--- config.mk ---
export PLATFORM = sky130hd
export DESIGN_NAME = instr_mem_loader_flat
export DESIGN_NICKNAME = d
export VERILOG_FILES = /design/src/rtl/instr_mem_loader_pkg.sv /design/src/rtl/instr_mem_loader_if.sv /design/src/rtl/instr_mem_loader_byte_assembler.sv /design/src/rtl/instr_mem_loader.sv /design/src/flat_wrapper.sv
export SDC_FILE = /design/constraint.sdc
export NUM_CORES = 1
export LEC_CHECK = 0
export BUFFER_PORTS_ARGS = -buffer_cell sky130_fd_sc_hd__buf_2
export CORE_AREA = 2 2 153 80
export CTS_BUF_LIST = sky130_fd_sc_hd__clkbuf_8 sky130_fd_sc_hd__clkbuf_16
export CTS_CLUSTER_DIAMETER = 150
export DETAILED_ROUTE_END_ITERATION = 8
export DIE_AREA = 0 0 155 82
export MAX_ROUTING_LAYER = met4
export PLACE_DENSITY = 0.67
export SLEW_MARGIN = 20
export SYNTH_ARGS = -nofsm -noshare
export SYNTH_HDL_FRONTEND = slang
export SYNTH_HIERARCHICAL = 1
export SYNTH_SLANG_ARGS = --single-unit
--- constraint.sdc ---
create_clock -name clockDP -period 3.9 [get_ports clockDP]
set_clock_uncertainty 0.1 [all_clocks]
set_input_delay 1.17 -clock clockDP [delete_from_list [all_inputs] [get_ports clockDP]]
set_output_delay 1.17 -clock clockDP [all_outputs]
set_load 0.01 [all_outputs]
--- src/rtl/instr_mem_loader_pkg.sv ---
// Shared types and constants for the instruction-memory program loader.
// Word layout is little-endian: byte 0 of a word lands in bits [7:0].
package rv_loader_pkg;

    typedef enum logic [2:0] {
        IDLE  = 3'd0,
        LOAD  = 3'd1,
        WRITE = 3'd2,
        DONE  = 3'd3,
        ERROR = 3'd4
    } state_t;

    localparam int WORD_BYTES = 4;
    localparam int BYTE_W     = 8;
    localparam int WORD_W     = WORD_BYTES * BYTE_W;
    localparam int LANE_IDX_W = $clog2(WORD_BYTES);

    // Byte address of a word slot; wraps modulo 2**32 by construction.
    function automatic logic [31:0] wordByteAddr(input logic [31:0] base,
                                                 input logic [31:0] wordIdx);
        return base + (wordIdx << 2);
    endfunction

endpackage

--- src/rtl/instr_mem_loader_if.sv ---
// Byte-stream, instruction-memory write and status signals of the program loader.
// The loader owns the slave modport; whoever feeds the program owns the master modport.
interface instr_mem_loader_if #(
    parameter int ADDR_W = 8
);
    import rv_loader_pkg::*;

    logic              start;
    logic              byteValid;
    logic [BYTE_W-1:0] byteData;
    logic              lastByte;
    logic              byteReady;
    logic              imemWe;
    logic [31:0]       imemAddr;
    logic [WORD_W-1:0] imemWData;
    logic              coreResetN;
    logic              busy;
    logic              done;
    logic              errPartial;
    logic              errOverflow;
    logic [ADDR_W:0]   wordCount;

    modport master (
        output start, byteValid, byteData, lastByte,
        input  byteReady, imemWe, imemAddr, imemWData, coreResetN,
               busy, done, errPartial, errOverflow, wordCount
    );

    modport slave (
        input  start, byteValid, byteData, lastByte,
        output byteReady, imemWe, imemAddr, imemWData, coreResetN,
               busy, done, errPartial, errOverflow, wordCount
    );

endinterface

--- src/rtl/instr_mem_loader_byte_assembler.sv ---
// Steers accepted bytes into four lanes of a 32-bit word and flags when the word is complete.
// A lastByte before lane 3 zero-pads the remaining upper lanes.
module byte_assembler
    import rv_loader_pkg::*;
(
    input  logic              i_clk,
    input  logic              i_rstN,
    input  logic              i_clear,
    input  logic              i_accept,
    input  logic [BYTE_W-1:0] i_data,
    input  logic              i_last,
    output logic [WORD_W-1:0] o_nextWord,
    output logic              o_wordComplete,
    output logic              o_padded,
    output logic              o_wordFull
);

    localparam logic [LANE_IDX_W-1:0] LAST_LANE = LANE_IDX_W'(WORD_BYTES - 1);

    logic [WORD_W-1:0]     r_lanes;
    logic [LANE_IDX_W-1:0] r_byteIdx;
    logic                  r_wordFull;
    logic [WORD_W-1:0]     w_nextWord;
    logic                  w_complete;

    // Word as it will look once the byte on i_data is taken, including the pad.
    always_comb begin
        w_nextWord = r_lanes;
        for (int k = 0; k < WORD_BYTES; k++) begin
            if (k == int'(r_byteIdx)) begin
                w_nextWord[k*BYTE_W +: BYTE_W] = i_data;
            end else if (i_last && (k > int'(r_byteIdx))) begin
                w_nextWord[k*BYTE_W +: BYTE_W] = '0;
            end
        end
    end

    assign w_complete     = i_accept && ((r_byteIdx == LAST_LANE) || i_last);
    assign o_wordComplete = w_complete;
    assign o_padded       = i_accept && i_last && (r_byteIdx != LAST_LANE);
    assign o_nextWord     = w_nextWord;
    assign o_wordFull     = r_wordFull;

    always_ff @(posedge i_clk or negedge i_rstN) begin
        if (!i_rstN) begin
            r_lanes    <= '0;
            r_byteIdx  <= '0;
            r_wordFull <= 1'b0;
        end else if (i_clear) begin
            r_lanes    <= '0;
            r_byteIdx  <= '0;
            r_wordFull <= 1'b0;
        end else if (i_accept) begin
            r_lanes   <= w_nextWord;
            r_byteIdx <= r_byteIdx + LANE_IDX_W'(1);
            if (w_complete) begin
                r_wordFull <= 1'b1;
            end
        end
    end

endmodule

--- src/rtl/instr_mem_loader.sv ---
// Program loader: assembles a byte stream into words, writes them to instruction memory
// and keeps the datapath in reset until the last word of the program has been written.
module instr_mem_loader
    import rv_loader_pkg::*;
#(
    parameter int          ADDR_W    = 8,
    parameter logic [31:0] BASE_ADDR = 32'h0000_0000
) (
    input  logic              clockDP,
    input  logic              resetDP,
    instr_mem_loader_if.slave bus
);

    localparam logic [ADDR_W:0] CAP = {1'b1, {ADDR_W{1'b0}}};

    state_t            r_state;
    logic              r_byteReady;
    logic              r_imemWe;
    logic [31:0]       r_imemAddr;
    logic [WORD_W-1:0] r_imemWData;
    logic              r_coreResetN;
    logic              r_busy;
    logic              r_done;
    logic              r_errPartial;
    logic              r_errOverflow;
    logic [ADDR_W:0]   r_wordCount;
    logic              r_wordLast;

    logic              w_startOk;
    logic              w_accept;
    logic              w_clear;
    logic              w_complete;
    logic              w_padded;
    logic              w_wordFull;
    logic [WORD_W-1:0] w_nextWord;
    logic [ADDR_W:0]   w_nextCount;

    assign w_startOk   = bus.start && ((r_state == IDLE) || (r_state == DONE) || (r_state == ERROR));
    assign w_accept    = bus.byteValid && r_byteReady && !w_wordFull;
    assign w_clear     = w_startOk || (r_state == WRITE);
    assign w_nextCount = r_wordCount + {{ADDR_W{1'b0}}, 1'b1};

    byte_assembler u_assembler (
        .i_clk          (clockDP),
        .i_rstN         (resetDP),
        .i_clear        (w_clear),
        .i_accept       (w_accept),
        .i_data         (bus.byteData),
        .i_last         (bus.lastByte),
        .o_nextWord     (w_nextWord),
        .o_wordComplete (w_complete),
        .o_padded       (w_padded),
        .o_wordFull     (w_wordFull)
    );

    // Every output is registered here so the datapath sees glitch-free reset and strobes.
    always_ff @(posedge clockDP or negedge resetDP) begin
        if (!resetDP) begin
            r_state       <= IDLE;
            r_byteReady   <= 1'b0;
            r_imemWe      <= 1'b0;
            r_imemAddr    <= '0;
            r_imemWData   <= '0;
            r_coreResetN  <= 1'b0;
            r_busy        <= 1'b0;
            r_done        <= 1'b0;
            r_errPartial  <= 1'b0;
            r_errOverflow <= 1'b0;
            r_wordCount   <= '0;
            r_wordLast    <= 1'b0;
        end else begin
            case (r_state)
                IDLE, DONE, ERROR: begin
                    if (bus.start) begin
                        r_state       <= LOAD;
                        r_byteReady   <= 1'b1;
                        r_busy        <= 1'b1;
                        r_done        <= 1'b0;
                        r_coreResetN  <= 1'b0;
                        r_errPartial  <= 1'b0;
                        r_errOverflow <= 1'b0;
                        r_wordCount   <= '0;
                        r_wordLast    <= 1'b0;
                    end
                end
                LOAD: begin
                    if (w_complete) begin
                        r_state     <= WRITE;
                        r_byteReady <= 1'b0;
                        r_imemWe    <= 1'b1;
                        r_imemAddr  <= wordByteAddr(BASE_ADDR, 32'(r_wordCount));
                        r_imemWData <= w_nextWord;
                        r_wordLast  <= bus.lastByte;
                        if (w_padded) begin
                            r_errPartial <= 1'b1;
                        end
                    end else if ((r_wordCount == CAP) && bus.byteValid) begin
                        // Memory is full and more program is offered: trap before wrapping.
                        r_state       <= ERROR;
                        r_byteReady   <= 1'b0;
                        r_busy        <= 1'b0;
                        r_errOverflow <= 1'b1;
                    end
                end
                WRITE: begin
                    r_imemWe    <= 1'b0;
                    r_wordCount <= w_nextCount;
                    if (r_wordLast) begin
                        r_state      <= DONE;
                        r_done       <= 1'b1;
                        r_coreResetN <= 1'b1;
                        r_busy       <= 1'b0;
                    end else begin
                        r_state     <= LOAD;
                        r_byteReady <= (w_nextCount != CAP);
                    end
                end
                default: begin
                    r_state <= IDLE;
                end
            endcase
        end
    end

    assign bus.byteReady   = r_byteReady;
    assign bus.imemWe      = r_imemWe;
    assign bus.imemAddr    = r_imemAddr;
    assign bus.imemWData   = r_imemWData;
    assign bus.coreResetN  = r_coreResetN;
    assign bus.busy        = r_busy;
    assign bus.done        = r_done;
    assign bus.errPartial  = r_errPartial;
    assign bus.errOverflow = r_errOverflow;
    assign bus.wordCount   = r_wordCount;

endmodule

--- src/flat_wrapper.sv ---
// flat-port wrapper written by rule: the top's interface ports become plain ports
module instr_mem_loader_flat import rv_loader_pkg::*;
#(
    parameter int          ADDR_W    = 8,
    parameter logic [31:0] BASE_ADDR = 32'h0000_0000
)
  (clockDP, resetDP, bus_start, bus_byteValid, bus_byteData, bus_lastByte, bus_byteReady, bus_imemWe, bus_imemAddr, bus_imemWData, bus_coreResetN, bus_busy, bus_done, bus_errPartial, bus_errOverflow, bus_wordCount);
  instr_mem_loader_if #(.ADDR_W(ADDR_W)) bus_i ();
  input  logic clockDP;
  input  logic resetDP;
  input wire logic [$bits(bus_i.start)-1:0] bus_start;
  input wire logic [$bits(bus_i.byteValid)-1:0] bus_byteValid;
  input wire logic [$bits(bus_i.byteData)-1:0] bus_byteData;
  input wire logic [$bits(bus_i.lastByte)-1:0] bus_lastByte;
  output wire logic [$bits(bus_i.byteReady)-1:0] bus_byteReady;
  output wire logic [$bits(bus_i.imemWe)-1:0] bus_imemWe;
  output wire logic [$bits(bus_i.imemAddr)-1:0] bus_imemAddr;
  output wire logic [$bits(bus_i.imemWData)-1:0] bus_imemWData;
  output wire logic [$bits(bus_i.coreResetN)-1:0] bus_coreResetN;
  output wire logic [$bits(bus_i.busy)-1:0] bus_busy;
  output wire logic [$bits(bus_i.done)-1:0] bus_done;
  output wire logic [$bits(bus_i.errPartial)-1:0] bus_errPartial;
  output wire logic [$bits(bus_i.errOverflow)-1:0] bus_errOverflow;
  output wire logic [$bits(bus_i.wordCount)-1:0] bus_wordCount;
  assign bus_i.start = bus_start;
  assign bus_i.byteValid = bus_byteValid;
  assign bus_i.byteData = bus_byteData;
  assign bus_i.lastByte = bus_lastByte;
  assign bus_byteReady = bus_i.byteReady;
  assign bus_imemWe = bus_i.imemWe;
  assign bus_imemAddr = bus_i.imemAddr;
  assign bus_imemWData = bus_i.imemWData;
  assign bus_coreResetN = bus_i.coreResetN;
  assign bus_busy = bus_i.busy;
  assign bus_done = bus_i.done;
  assign bus_errPartial = bus_i.errPartial;
  assign bus_errOverflow = bus_i.errOverflow;
  assign bus_wordCount = bus_i.wordCount;
  instr_mem_loader #(.ADDR_W(ADDR_W), .BASE_ADDR(BASE_ADDR)) u_core (.clockDP(clockDP), .resetDP(resetDP), .bus(bus_i));
endmodule
==> out/results.tsv, run 1 <==
stage	metric	value	unit
min_path	WHS Path Cells	1	
sta	Final setup viols	0	
sta	min Tclk post-route	2.74	ns
global_route	vias in the first global route	3529	
cells_and_area	Final Net Count	546	
floorplanning	Total Die Area	0.0127	mm²
clock_network	# clock sinks	95	
power_and_ir_drop	Pwr Total	3.94	mW
clock_network	Num CTS Buffers	9	
synthesis	Mapped Avg Cell Area	10.7	µm²
routing	total number of vias	3764	
routing	drt drc	0	
place	Port Buf Inserts	69	
run_status	status	completed	
power_and_ir_drop	Power Density	698	mW/mm²
flow_run	max cap viols	0	
synthesis	Syn Inst Count	473	
setup_path	reg-to-reg slack, setup	1.27	ns
clock_network	Max Buffers Root-to-Sink	2	
routing	post-route ant nets	0	
synthesis	FF+latch count, synth	95	
setup_path	Worst Setup SP	bus_lastByte	
cells_and_area	layout cell share with drive strength beyond 1	0.233	
synthesis	number of distinct library cells after synthesis	65	
synthesis	Post-synth EDFFs	0	
sta	Slew Viols, Final	0	
setup_path	Worst Setup Start Kind	input port	
place	Final HPWL DP	8.54	mm
routing	TritonRoute pass-1 iters	5	
clock_network	# hold bufs at CTS	0	
clock_network	CTS tree	built	
synthesis	ys async rst share	1.00	
floorplanning	Die Ht	82	µm
global_route	largest net degree at the start of global routing	54	
routing	Vias/cell	5.54	
clock_network	Post CTS Setup Buffer Count	0	
sta	Worst-Margin Slew	0.722	ns
setup_path	launch point of the worst reg-to-reg path	u_core/r_state[0]	
clock_network	Root Driver	clkbuf_16	
synthesis	Synth Flop Type	dfrtp_1	
clock_network	H-tree depth	3	
clock_network	PostCTS Resize Cnt	0	
clock_network	Worst-path clk slew	0.07	ns
min_path	Hold Path Class	reg2reg	
global_route	first-pass GRT wire length	19.4	mm
floorplanning	Top Ports	93	
sta	Final TNS setup	0	ns
power_and_ir_drop	Leak	2.73	nW
global_route	initial antenna violation count	0	
sta	Slew headroom	0.519	
floorplanning	row cnt	28	
sta	f_max	365	MHz
routing	final wirelength	12.3	mm
routing	Routed wire per std cell	18.0	µm
floorplanning	Die W	155	µm
synthesis	sequential-to-total area share from yosys stat	0.470	
setup_path	crit path DAT	2.86	ns
global_route	gr usage total	0.206	
sta	RSZ-0062 raised after global routing	no	
floorplanning	Initial Util	0.442	
min_path	Hold Startpoint	u_core/bus.imemAddr[4]	
setup_path	reg2reg path depth	6	
cells_and_area	Area growth syn-to-layout	11.5	%
power_and_ir_drop	worst vdd ir	0.000284	V
global_route	gr ovfl total	0	
setup_path	crit end category	flop	
min_path	Worst Hold End	u_core/bus.imemAddr[4]	
setup_path	WS Path Type	in2reg	
synthesis	yosys warns	6	
setup_path	Crit path required time	4.02	ns
setup_path	FF-to-FF End	u_core/u_assembler/r_lanes[18]	
floorplanning	Core Box Area	0.0115	mm²
clock_network	worst skew pair latency	0.35	ns
sta	Fin. Hold Viols	0	
place	GPL Wtd Cong	0.890	
routing	DRT iter0 DRCs	367	
setup_path	Crit Path Max Fanout	28	
sta	Tcrit/Tclk final	0.702	
synthesis	Mapped Area	0.00506	mm²
routing by layer:
metal | part of all wire | track usage | vias to the layer above
li1 | - | - | 1725
met4 | 0.0091 | 0.0583 | 0
met5 | 0 | - | -
met3 | 0.067 | 0.0417 | 13
met2 | 0.42 | 0.288 | 141
met1 | 0.50 | 0.302 | 1885
sequential cells by signal, summed over array words and instances (netlist names), 2 cells and up:
| name | cells |
|---|---|
| u_core/r_state | 3 |
| u_core/u_assembler/r_lanes | 32 |
| u_core/bus.imemAddr | 9 |
| u_core/bus.imemWData | 32 |
| u_core/u_assembler/r_byteIdx | 2 |
| u_core/bus.wordCount | 9 |
worst max path at each step:
stage                                   endpoint  slack, ns  depth (start not counted)
after CTS                 u_core/bus.imemAddr[9]       1.17                          5
after detailed placement  u_core/bus.imemAddr[9]       0.80                          5
final                     u_core/bus.imemAddr[7]       1.16                          5
after global routing      u_core/bus.imemAddr[7]       1.08                          5
after global placement    u_core/bus.imemAddr[9]       0.90                          5
after floorplan           u_core/bus.imemAddr[2]       1.26                          8
synth_stat cells, types with 9 or more instances:
| library cell | n | area, µm² |
|---|---|---|
| a21oi_1 | 16 | 80.1 |
| dfrtp_1 | 95 | 2380 |
| o21ai_0 | 22 | 110 |
| mux2_2 | 15 | 169 |
| ha_1 | 9 | 113 |
| inv_1 | 11 | 41.3 |
| nand2_1 | 27 | 101 |
| a22o_1 | 18 | 158 |
| mux2_1 | 34 | 383 |
| buf_4 | 34 | 255 |
| nor2_1 | 36 | 135 |
| buf_2 | 15 | 75.1 |
| and2_1 | 12 | 75.1 |
| nor2b_1 | 16 | 100 |
| nor3_1 | 9 | 45.0 |
| nand2b_1 | 9 | 56.3 |
placed cells by master (no fill, tap or decap), drive strengths merged, types with 3 or more instances in the layout:
master    Yosys  routed
a21oi        18      18
a221o         8       8
a22o         18      18
a22oi         8       8
and2         12      12
buf          53      76
clkbuf        5      10
clkinvlp      0       3
conb          1      23
dfrtp        95      95
ha            9       9
inv          12      15
mux2         49      49
mux2i         5       5
nand2        27      27
nand2b        9       9
nand3         8       8
nor2         36      36
nor2b        16      16
nor3         10      10
nor3b         3       3
o211ai        3       3
o21a          3       3
o21ai        27      27
area by class of cell:
| cell class | count | area [µm²] |
|---|---|---|
| Timing Repair Buffer | 76 | 413 |
| Multi-Input combinational cell | 330 | 2320 |
| Tap cell | 150 | 188 |
| Fill cell | 1041 | 5820 |
| Clock inverter | 6 | 51.3 |
| Sequential cell | 95 | 2380 |
| Antenna cell | 1 | 2.50 |
| Clock buffer | 10 | 239 |
| Inverter | 12 | 45.0 |
logic make-up after synthesis:
logic type                 synth area share
xor gates and xnor gates            0.00693
buffers and inverters                0.0871
other                              0.000741
and+or+nand+nor                       0.157
AOI/OAI and AO/OA                     0.138
DFF                                   0.470
muxes                                 0.119
adders and majority gates            0.0223
worst max-delay path, cell delays in order:
cell	delay, ns
buf_2	0.26
o21a_1	0.30
and2_2	0.49
buf_12	0.27
mux2_1	0.36
power breakdown:
group	internal (mW)	switching [mW]
Sequential	1.31	0.240
Clock	0.459	0.402
Combinational	0.661	0.865
per-stage QoR:
stage | setup slack, ns | cells | util | hold slack (ns) | cell area, µm²
floorplan | 1.26 | 495 | - | 0.367 | 5140
global placement | 0.898 | 663 | 0.467 | 0.364 | 5350
detailed placement | 0.805 | 663 | 0.467 | 0.369 | 5350
CTS | 1.17 | 679 | 0.492 | 0.384 | 5640
global route | 1.08 | 679 | 0.492 | 0.396 | 5640
finish | 1.16 | 680 | 0.492 | 0.378 | 5640
No activity file was read; power rests on OpenSTA's default activity.
==> inputs of run 2 (changes only) <==
==> constraint.sdc (replaced) <==
create_clock -name clockDP -period 2.8 [get_ports clockDP]
set_clock_uncertainty 0.1 [all_clocks]
set_input_delay 0.84 -clock clockDP [delete_from_list [all_inputs] [get_ports clockDP]]
set_output_delay 0.84 -clock clockDP [all_outputs]
set_load 0.01 [all_outputs]
==> run 2 against run 1 <==
First-iteration DRC count down 30%. Critical path depth up 1. Count of clock-buffer cells in the layout unchanged. Die area unchanged. Register-to-register slack worse by 0.72 ns. Non-clock buffer count up 9. Routed wire length down 1.1%. Sequential share of layout area down 0.89 points. Worst hold slack worse by 0.068 ns. Flip-flop and latch count unchanged. Sequential power up 39%. Cell area up 2.2%.
==> out/results.tsv, run 2 (synthesized netlist as in run 1, its figures left out) <==
stage	metric	value	unit	change
clock_network	Num CTS Buffers	9		unchanged
sta	RSZ-0062 raised after global routing	no		
global_route	gr usage total	0.205		-0.00131
clock_network	Post CTS Setup Buffer Count	0		unchanged
routing	post-route ant nets	0		unchanged
setup_path	crit end category	flop		
power_and_ir_drop	internal power	3.69	mW	+52%
floorplanning	Die W	155	µm	unchanged
clock_network	PostCTS Resize Cnt	0		unchanged
setup_path	Crit Path Max Fanout	14		-50%
routing	WL met3	816	µm	-1.1%
floorplanning	row cnt	28		unchanged
floorplanning	Core Box Area	0.0115	mm²	unchanged
global_route	initial antenna violation count	0		unchanged
cells_and_area	layout cell share with drive strength beyond 1	0.245		+0.0128
floorplanning	Top Ports	93		unchanged
clock_network	Root Driver	clkbuf_16		
setup_path	launch point of the worst reg-to-reg path	u_core/r_state[1]		
setup_path	CP peak stage delay	0.59	ns	+0.10 ns
place	GPL Wtd Cong	0.891		about the same
power_and_ir_drop	clock power share	0.246		+0.027
clock_network	worst skew pair latency	0.34	ns	about the same
routing	final wirelength	12.1	mm	-1.1%
routing	total number of vias	3712		-1.4%
floorplanning	Initial Util	0.442		unchanged
sta	min Tclk post-route	2.25	ns	
routing	Max Used Layer	met4		
cells_and_area	multi-input logic area	0.00232	mm²	unchanged
clock_network	Worst-path clk slew	0.06	ns	about the same
sta	Slew Viols, Final	0		unchanged
global_route	first-pass GRT wire length	19.3	mm	-0.18%
cells_and_area	Reg area	0.00238	mm²	unchanged
sta	Slew headroom	0.555		+0.0369
routing	Vias/cell	5.40		-2.5%
clock_network	CTS tree	built		
global_route	vias in the first global route	3500		-0.82%
min_path	Hold Path Class	in2async		
sta	Final TNS setup	0	ns	unchanged
cells_and_area	Final Net Count	555		+1.6%
routing	routed wl met2	4.86	mm	-6.0%
power_and_ir_drop	sequential share of power	0.373		-0.021
setup_path	Worst Setup Start Kind	flop		
place	Port Buf Inserts	69		unchanged
cells_and_area	most frequent cells in the layout	dfrtp_1 (95), buf_2 (68), nor2_1 (36)		
routing	DRT iter0 DRCs	257		-30%
clock_network	# hold bufs at CTS	0		unchanged
sta	Worst-Margin Slew	0.667	ns	-0.0553 ns
setup_path	Crit path required time	2.92	ns	-1.10 ns
sta	Final setup viols	0		unchanged
power_and_ir_drop	worst vdd ir	0.000409	V	+44%
place	placed cells	672		+1.4%
routing	drt drc	0		unchanged
cells_and_area	antenna diode count	0		-1
cells_and_area	non-filler cells, final	688		+1.2%
routing	Routed met1 length	6.29	mm	+2.2%
power_and_ir_drop	Leak	2.82	nW	+3.0%
sta	Fin. Hold Viols	0		unchanged
setup_path	WS Path Type	reg2reg		
floorplanning	Die Ht	82	µm	unchanged
cells_and_area	commonest non-fill, non-tap cell in the layout	dfrtp_1		
cells_and_area	fill count	1047		+0.58%
power_and_ir_drop	Net Switching	2.07	mW	+38%
setup_path	Worst Setup SP	u_core/r_state[1]		
cells_and_area	Area growth syn-to-layout	13.9	%	
power_and_ir_drop	Comb pwr share	0.382		-0.006
power_and_ir_drop	Sw Ratio	0.359		-0.0232
clock_network	H-tree depth	3		unchanged
global_route	gr ovfl total	0		unchanged
setup_path	critical path cell sequence	or3b_1 > nand2_1 > buf_4 > nor2b_1 > and2_1 > a221o_1		
clock_network	Max Buffers Root-to-Sink	2		unchanged
run_status	status	completed		
floorplanning	Total Die Area	0.0127	mm²	unchanged
flow_run	max cap viols	0		unchanged
power_and_ir_drop	Power Density	1000	mW/mm²	+43%
place	Final HPWL DP	8.60	mm	+0.78%
cells_and_area	utilization after layout	0.503		+0.0106
setup_path	crit path DAT	2.38	ns	-0.48 ns
setup_path	slowest CP cell	dfrtp_1		
global_route	largest net degree at the start of global routing	37		-31%
sta	Tcrit/Tclk final	0.805		
sta	f_max	444	MHz	
routing	Routed wire per std cell	17.6	µm	-2.3%
clock_network	# clock sinks	95		unchanged
routing	TritonRoute pass-1 iters	5		unchanged
==> run 2: cell types whose count changed in the layout (fill, tap and decap cells not counted) <==
cell and delta:
clkinvlp_4 -2, inv_6 -2, bufinv_16 +3, inv_8 -1, clkinv_2 +2, diode_2 -1
buf_4 +9
==> run 2: path summary, 6_finish.rpt <==
check	end	slack, ns	cells after the start
worst min register to register	u_core/bus.imemWData[16]	0.38	1
max in group asynchronous	u_core/bus.done	1.70	2
worst max register to register	u_core/u_assembler/r_lanes[22]	0.55	6
worst min-delay path	u_core/u_assembler/r_lanes[18]	0.31	1
min in group clockDP	u_core/bus.imemWData[16]	0.38	1
worst max-delay path	u_core/u_assembler/r_lanes[22]	0.55	6
==> run 2: power groups by stage <==
stage | clock network [mW] | logic, mW | registers, mW
CTS | 1.45 | 2.19 | 2.15
detailed placement | 0 | 2.18 | 2.18
global placement | 0 | 2.11 | 2.15
global route | 1.50 | 2.44 | 2.22
floorplan | 0 | 1.45 | 2.21
finish | 1.42 | 2.20 | 2.15
==> run 2: layout make-up <==
cell class / count / share of cell area
repair buffers: 85 / 0.0834
clock inverters: 6 / 0.0187
well taps: 150 / 0.0326
multi-input cells: 330 / 0.403
inverters: 12 / 0.00782
flip-flops and latches: 95 / 0.413
clock buffers: 10 / 0.0415
==> run 2: per-stage QoR <==
step	power (mW)	hold slack (ns)	cell area [µm²]	worst slack [ns]
2_1_floorplan	3.65	0.367	5140	0.494
3_3_place_gp	4.26	0.363	5420	0.477
3_5_place_dp	4.36	0.369	5420	0.413
4_1_cts	5.79	0.311	5760	0.566
5_1_grt	6.16	0.320	5760	0.345
6_report	5.76	0.310	5760	0.546
==> run 2: critical path: cells and delay by family, from the launching register on <==
kind	cells	cell delay [ns]
buffers and inverters	1	0.23
AOI/OAI and AO/OA	1	0.27
DFF	1	0.59
and+or+nand+nor	4	0.95
==> run 2: layer usage <==
| metal | vias to the layer above | GRT usage |
|---|---|---|
| met3 | 20 | 0.0580 |
| li1 | 1742 | - |
| met1 | 1817 | 0.303 |
| met5 | - | - |
| met2 | 133 | 0.271 |
| met4 | 0 | 0.0491 |
